[src/rtl/pe_pkg.sv]
// Shared types, default widths and arithmetic helpers for the weight-stationary PE.
// Helpers work on a 64-bit container; callers pass the live width and truncate the result.
package pe_pkg;

  localparam int DATA_W_DEF = 8;
  localparam int PSUM_W_DEF = 32;
  localparam int MAX_W      = 64;

  typedef logic [DATA_W_DEF-1:0] act_t;
  typedef logic [DATA_W_DEF-1:0] weight_t;
  typedef logic [PSUM_W_DEF-1:0] psum_t;
  typedef logic [MAX_W-1:0]      wide_t;

  // Sign- or zero-extend the low prod_w bits of product to the full container.
  function automatic wide_t ext_prod(input wide_t product, input int prod_w,
                                     input logic signed_mode);
    wide_t r;
    logic  msb;
    msb = 1'b0;
    for (int i = 0; i < MAX_W; i++) begin
      if (i == prod_w - 1) msb = product[i] & signed_mode;
    end
    for (int i = 0; i < MAX_W; i++) begin
      r[i] = (i < prod_w) ? product[i] : msb;
    end
    return r;
  endfunction

  // Add two w-bit values (zero-padded in the container) and clamp on overflow.
  function automatic wide_t sat_add(input wide_t a, input wide_t b,
                                    input logic signed_mode, input int w);
    logic [MAX_W:0] s;
    wide_t          lo_mask;
    wide_t          smax;
    wide_t          smin;
    logic           sa;
    logic           sb;
    logic           ss;
    logic           carry;
    s     = {1'b0, a} + {1'b0, b};
    sa    = 1'b0;
    sb    = 1'b0;
    ss    = 1'b0;
    carry = 1'b0;
    for (int i = 0; i < MAX_W; i++) begin
      lo_mask[i] = (i < w);
      smax[i]    = (i < w - 1);
      smin[i]    = (i == w - 1);
      if (i == w - 1) begin
        sa = a[i];
        sb = b[i];
        ss = s[i];
      end
    end
    for (int i = 0; i <= MAX_W; i++) begin
      if (i == w) carry = s[i];
    end
    if (signed_mode) begin
      if ((sa == sb) && (ss != sa)) return sa ? smin : smax;
      return s[MAX_W-1:0] & lo_mask;
    end
    if (carry) return lo_mask;
    return s[MAX_W-1:0] & lo_mask;
  endfunction

endpackage

[src/rtl/pe_delay_line.sv]
// WIDTH-bit shift register of DEPTH stages with asynchronous active-low clear.
// DEPTH=0 collapses to a wire.
module pe_delay_line #(
  parameter int WIDTH = 1,
  parameter int DEPTH = 1
) (
  input  logic             clk,
  input  logic             rst_n,
  input  logic [WIDTH-1:0] d,
  output logic [WIDTH-1:0] q
);

  genvar gi;

  generate
    if (DEPTH == 0) begin : g_pass
      assign q = d;
    end else begin : g_pipe
      logic [WIDTH-1:0] stage_q [DEPTH];
      logic [WIDTH-1:0] stage_d [DEPTH];

      for (gi = 0; gi < DEPTH; gi++) begin : g_stage
        if (gi == 0) begin : g_head
          assign stage_d[gi] = d;
        end else begin : g_tail
          assign stage_d[gi] = stage_q[gi-1];
        end
      end

      always_ff @(posedge clk or negedge rst_n) begin
        if (!rst_n) begin
          for (int i = 0; i < DEPTH; i++) stage_q[i] <= '0;
        end else begin
          for (int i = 0; i < DEPTH; i++) stage_q[i] <= stage_d[i];
        end
      end

      assign q = stage_q[DEPTH-1];
    end
  endgenerate

endmodule

[src/rtl/pe_ws_dbuf.sv]
// Weight-stationary PE with double-buffered weight and an inline pipelined MAC.
// Define PE_PSUM_SAT_EN to make the accumulate saturate instead of wrapping.
module pe_ws_dbuf
  import pe_pkg::*;
#(
  parameter int DATA_W    = DATA_W_DEF,
  parameter int PSUM_W    = PSUM_W_DEF,
  parameter int ACT_DELAY = 1,
  parameter int MAC_LAT   = 2,
  parameter int SIGNED    = 1
) (
  input  logic              clk,
  input  logic              rst,
  input  logic              weight_load,
  input  logic              weight_swap,
  input  logic [DATA_W-1:0] in_up_weight,
  output logic [DATA_W-1:0] out_down_weight,
  input  logic [DATA_W-1:0] in_left_act,
  input  logic              in_left_valid,
  output logic [DATA_W-1:0] out_right_act,
  output logic              out_right_valid,
  input  logic [PSUM_W-1:0] in_up_psum,
  output logic [PSUM_W-1:0] out_down_psum,
  output logic              out_down_psum_valid
);

  localparam logic SIGNED_B = (SIGNED != 0);

  logic [DATA_W-1:0]   shadow_q, shadow_d;
  logic [DATA_W-1:0]   active_q, active_d;
  logic [PSUM_W-1:0]   psum_q, psum_d;
  logic                psum_valid_q, psum_valid_d;
  logic [2*DATA_W-1:0] act_x, wgt_x, prod;
  logic [PSUM_W-1:0]   prod_gated;

  always_comb begin
    shadow_d = shadow_q;
    active_d = active_q;
    if (weight_load) shadow_d = in_up_weight;
    if (weight_swap) active_d = shadow_q;
  end

  // The op issued on the swap edge already sees the committed weight, hence active_d.
  always_comb begin
    act_x      = {{DATA_W{SIGNED_B & in_left_act[DATA_W-1]}}, in_left_act};
    wgt_x      = {{DATA_W{SIGNED_B & active_d[DATA_W-1]}}, active_d};
    prod       = act_x * wgt_x;
    prod_gated = in_left_valid ? PSUM_W'(ext_prod(MAX_W'(prod), 2 * DATA_W, SIGNED_B)) : '0;
`ifdef PE_PSUM_SAT_EN
    psum_d     = PSUM_W'(sat_add(MAX_W'(in_up_psum), MAX_W'(prod_gated), SIGNED_B, PSUM_W));
`else
    psum_d     = in_up_psum + prod_gated;
`endif
    psum_valid_d = in_left_valid;
  end

  always_ff @(posedge clk or negedge rst) begin
    if (!rst) begin
      shadow_q     <= '0;
      active_q     <= '0;
      psum_q       <= '0;
      psum_valid_q <= 1'b0;
    end else begin
      shadow_q     <= shadow_d;
      active_q     <= active_d;
      psum_q       <= psum_d;
      psum_valid_q <= psum_valid_d;
    end
  end

  assign out_down_weight = shadow_q;

  pe_delay_line #(
    .WIDTH (DATA_W + 1),
    .DEPTH (ACT_DELAY)
  ) u_act_dly (
    .clk   (clk),
    .rst_n (rst),
    .d     ({in_left_valid, in_left_act}),
    .q     ({out_right_valid, out_right_act})
  );

  // Remaining MAC_LAT-1 stages only retime the finished sum.
  pe_delay_line #(
    .WIDTH (PSUM_W + 1),
    .DEPTH (MAC_LAT - 1)
  ) u_psum_dly (
    .clk   (clk),
    .rst_n (rst),
    .d     ({psum_valid_q, psum_q}),
    .q     ({out_down_psum_valid, out_down_psum})
  );

endmodule

[config.mk]
export PLATFORM = sky130hd
export DESIGN_NAME = pe_ws_dbuf
export DESIGN_NICKNAME = d
export VERILOG_FILES = /design/src/rtl/pe_pkg.sv /design/src/rtl/pe_delay_line.sv /design/src/rtl/pe_ws_dbuf.sv
export SDC_FILE = /design/constraint.sdc
export NUM_CORES = 1
export LEC_CHECK = 0
export CAP_MARGIN = 10
export CORE_AREA = 2 2 108 110
export CTS_BUF_LIST = sky130_fd_sc_hd__clkbuf_16
export DETAILED_ROUTE_END_ITERATION = 7
export DIE_AREA = 0 0 110 112
export DONT_BUFFER_PORTS = 1
export MAX_ROUTING_LAYER = met4
export PLACE_DENSITY = 0.74
export SLEW_MARGIN = 20
export SYNTH_ARGS = -nofsm -noshare
export SYNTH_HDL_FRONTEND = slang
export SYNTH_HIERARCHICAL = 1
export SYNTH_SLANG_ARGS = --single-unit
[constraint.sdc]
create_clock -name clk -period 10.2 [get_ports clk]
set_input_delay 1.02 -clock clk [delete_from_list [all_inputs] [get_ports clk]]
set_output_delay 1.02 -clock clk [all_outputs]
set_load 0.02 [all_outputs]
==> impl_metrics.ini <==
[layout]
finalNetCount = 794
num_antenna_cells = 0
design_area_um2 = 7008
fin_util = 0.6271
drive_gt1_frac = 0.06349
mostFrequentLayoutCells = inv_1, dfrtp_1, ha_1
final_common_cell = inv_1
fillers = 880
area_growth_syn_to_layout_pct = 7.135

[clocking]
h-tree-depth = 3
postCtsResizedCells = 0
clockBufferDepth = 2
clock_sinks = 91
cts_buffers = 9
cts_root_buffer = clkbuf_16
cts_setup_buffers = 0
clock_latency_ns = 0.35
clk_pin_slew_ns = 0.07
hold_buffers = 0
cts_tree = yes

[timing]
timing.fmax_mhz = 132.8
worst_slew_pin_slew_ns = 0.8403
final.setup_skew_ns = 0.009589
drv_slew = 0
hold_viol = 0
grt_setup_unrepaired = no
fin_crit_sh = 0.7383
finalCriticalPeriod_ns = 7.530
tns_ns = 0
slew_headroom = 0.4238
setup_ws_ns = 2.670
final-setup-viol-count = 0

[critical_path]
cp_slowest_cell = mux2i_1
slowest_delay_ns = 0.63
cp-end-kind = flip-flop
path_delay_family = adder cells
worst-path-buf-inv = 4
critPathKind = input port to flip-flop
worstPathArrival_ns = 7.80
cp-start-kind = input port
cp_max_fo = 9
required_ns = 10.47

[logic_synthesis]
synthCells = 616
synth_fp_nets = 785
ys.flop_type = dfrtp_1
synth_seq_cells = 91
syn_area_per_cell_um2 = 10.62
netlist_area_um2 = 6541
async_flop_share = 1.000
ys_seq_area_frac = 0.3481
yosysWarnings = 6
synth_edf_count = 0
ys_types = 48

[die]
core_area_um2 = 11170
start_util = 0.5854
chipWidth_um = 110
ios = 103
rows = 39
dieHeight_um = 112
dieArea_um2 = 12320

[detailed_routing]
firstDrtPassIters = 4
drt-vias-per-instance = 5.547
antenna_left = 0
drtIter0Drc = 206
drcViolationCount = 0
vias = 4288
routedWlPerCell_um = 16.11
drt_wl_total_mm = 12.46

[placement]
portBuffers = 0
dpl_cell_area_um2 = 6713
place_ws_ns = 2.324
place_congestion = 0.9023
dp_hpwl_mm = 9.849

[global_routing]
antenna_found_initial = 0
grt_start_max_net_pins = 92
track_usage = 0.2394
overflow = 0
first_global_vias = 4649
grt_pass1_wl_mm = 22.18

[job]
drv_cap = 0

[min_path]
min_path_type = flip-flop to flip-flop

[status]
status = finished clean
[metrics by stage]
stage	std cells	hold WS [ns]
2_1_floorplan	616	0.3312
3_3_place_gp	757	0.3328
3_5_place_dp	757	0.3347
4_1_cts	773	0.3490
5_1_grt	773	0.3465
6_report	773	0.3464
[cell usage after synthesis, drive strengths merged, types with 11 or more instances]
| cell type | number | area (µm²) |
|---|---|---|
| inv | 100 | 375.4 |
| nand2 | 25 | 93.84 |
| a21oi | 32 | 163.9 |
| o21ai | 12 | 60.06 |
| xnor2 | 31 | 271.5 |
| fa | 56 | 1121 |
| and2 | 20 | 125.1 |
| a21o | 24 | 182.7 |
| mux2 | 11 | 123.9 |
| dfrtp | 91 | 2277 |
| ha | 60 | 750.7 |
| nor2b | 33 | 209.0 |
| xor2 | 16 | 140.1 |
| nor2 | 34 | 127.6 |
[metal layers]
metal	track usage	part of all wire	up-vias
li1	-	-	2012
met1	0.3079	0.43	2164
met2	0.3730	0.50	90
met3	0.06030	0.056	22
met4	0.07257	0.020	0
met5	-	0	-
[state kept, by name (all words and copies together), names as in the netlist]
signal,count
u_psum_dly/q,33
psum_q,32
u_act_dly/q,9
active_q,8
out_down_weight,8
psum_valid_q,1
[path summary, 6_finish.rpt]
kind	startpoint	endpoint	slack (ns)	cells past startpoint
max	weight_swap	psum_q[31]$_DFF_PN0_	2.67	28
min reg2reg	psum_q[4]$_DFF_PN0_	u_psum_dly/q[4]$_DFF_PN0_	0.35	0
min in group asynchronous	rst	out_down_weight[2]$_DFFE_PN0P_	0.36	0
min	psum_q[4]$_DFF_PN0_	u_psum_dly/q[4]$_DFF_PN0_	0.35	0
max reg2reg	out_down_weight[0]$_DFFE_PN0P_	psum_q[30]$_DFF_PN0_	2.86	25
max in group asynchronous	rst	u_psum_dly/q[15]$_DFF_PN0_	9.69	0
[logic make-up after synthesis]
family	synth area share
adders and majority gates	0.2862
DFF	0.3481
xor gates and xnor gates	0.06293
and+or+nand+nor	0.1169
muxes	0.02965
AOI/OAI and AO/OA	0.09717
buffers and inverters	0.05910
[area by class of cell]
class	instances	area, µm²	area share
inverters	101	379.1	0.05410
flip-flops and latches	91	2277	0.3249
clock inverters	7	70.07	0.009998
multi-input cells	422	3877	0.5533
clock buffers	9	225.2	0.03214
well taps	143	178.9	0.02553
[worst reg2reg max path: stages, from the launching register on]
cell      delay, ns
dfrtp_1        0.47
mux2i_1        0.62
nor2b_1        0.19
ha_1           0.47
inv_1          0.14
fa_1           0.54
inv_1          0.05
fa_1           0.47
inv_1          0.05
fa_1           0.52
inv_1          0.04
ha_1           0.30
or3_1          0.32
o21ai_0        0.08
a21oi_1        0.08
a211oi_1       0.40
a211oi_1       0.14
a21o_2         0.36
ha_1           0.40
a21o_1         0.21
a21o_1         0.17
a21o_1         0.18
o31a_1         0.35
a211oi_1       0.35
o31ai_1        0.13
xor2_1         0.15
Power is left out: the tool's default activity adds up to more than one toggle a clock period on the data nets, which glitch-free logic cannot reach.
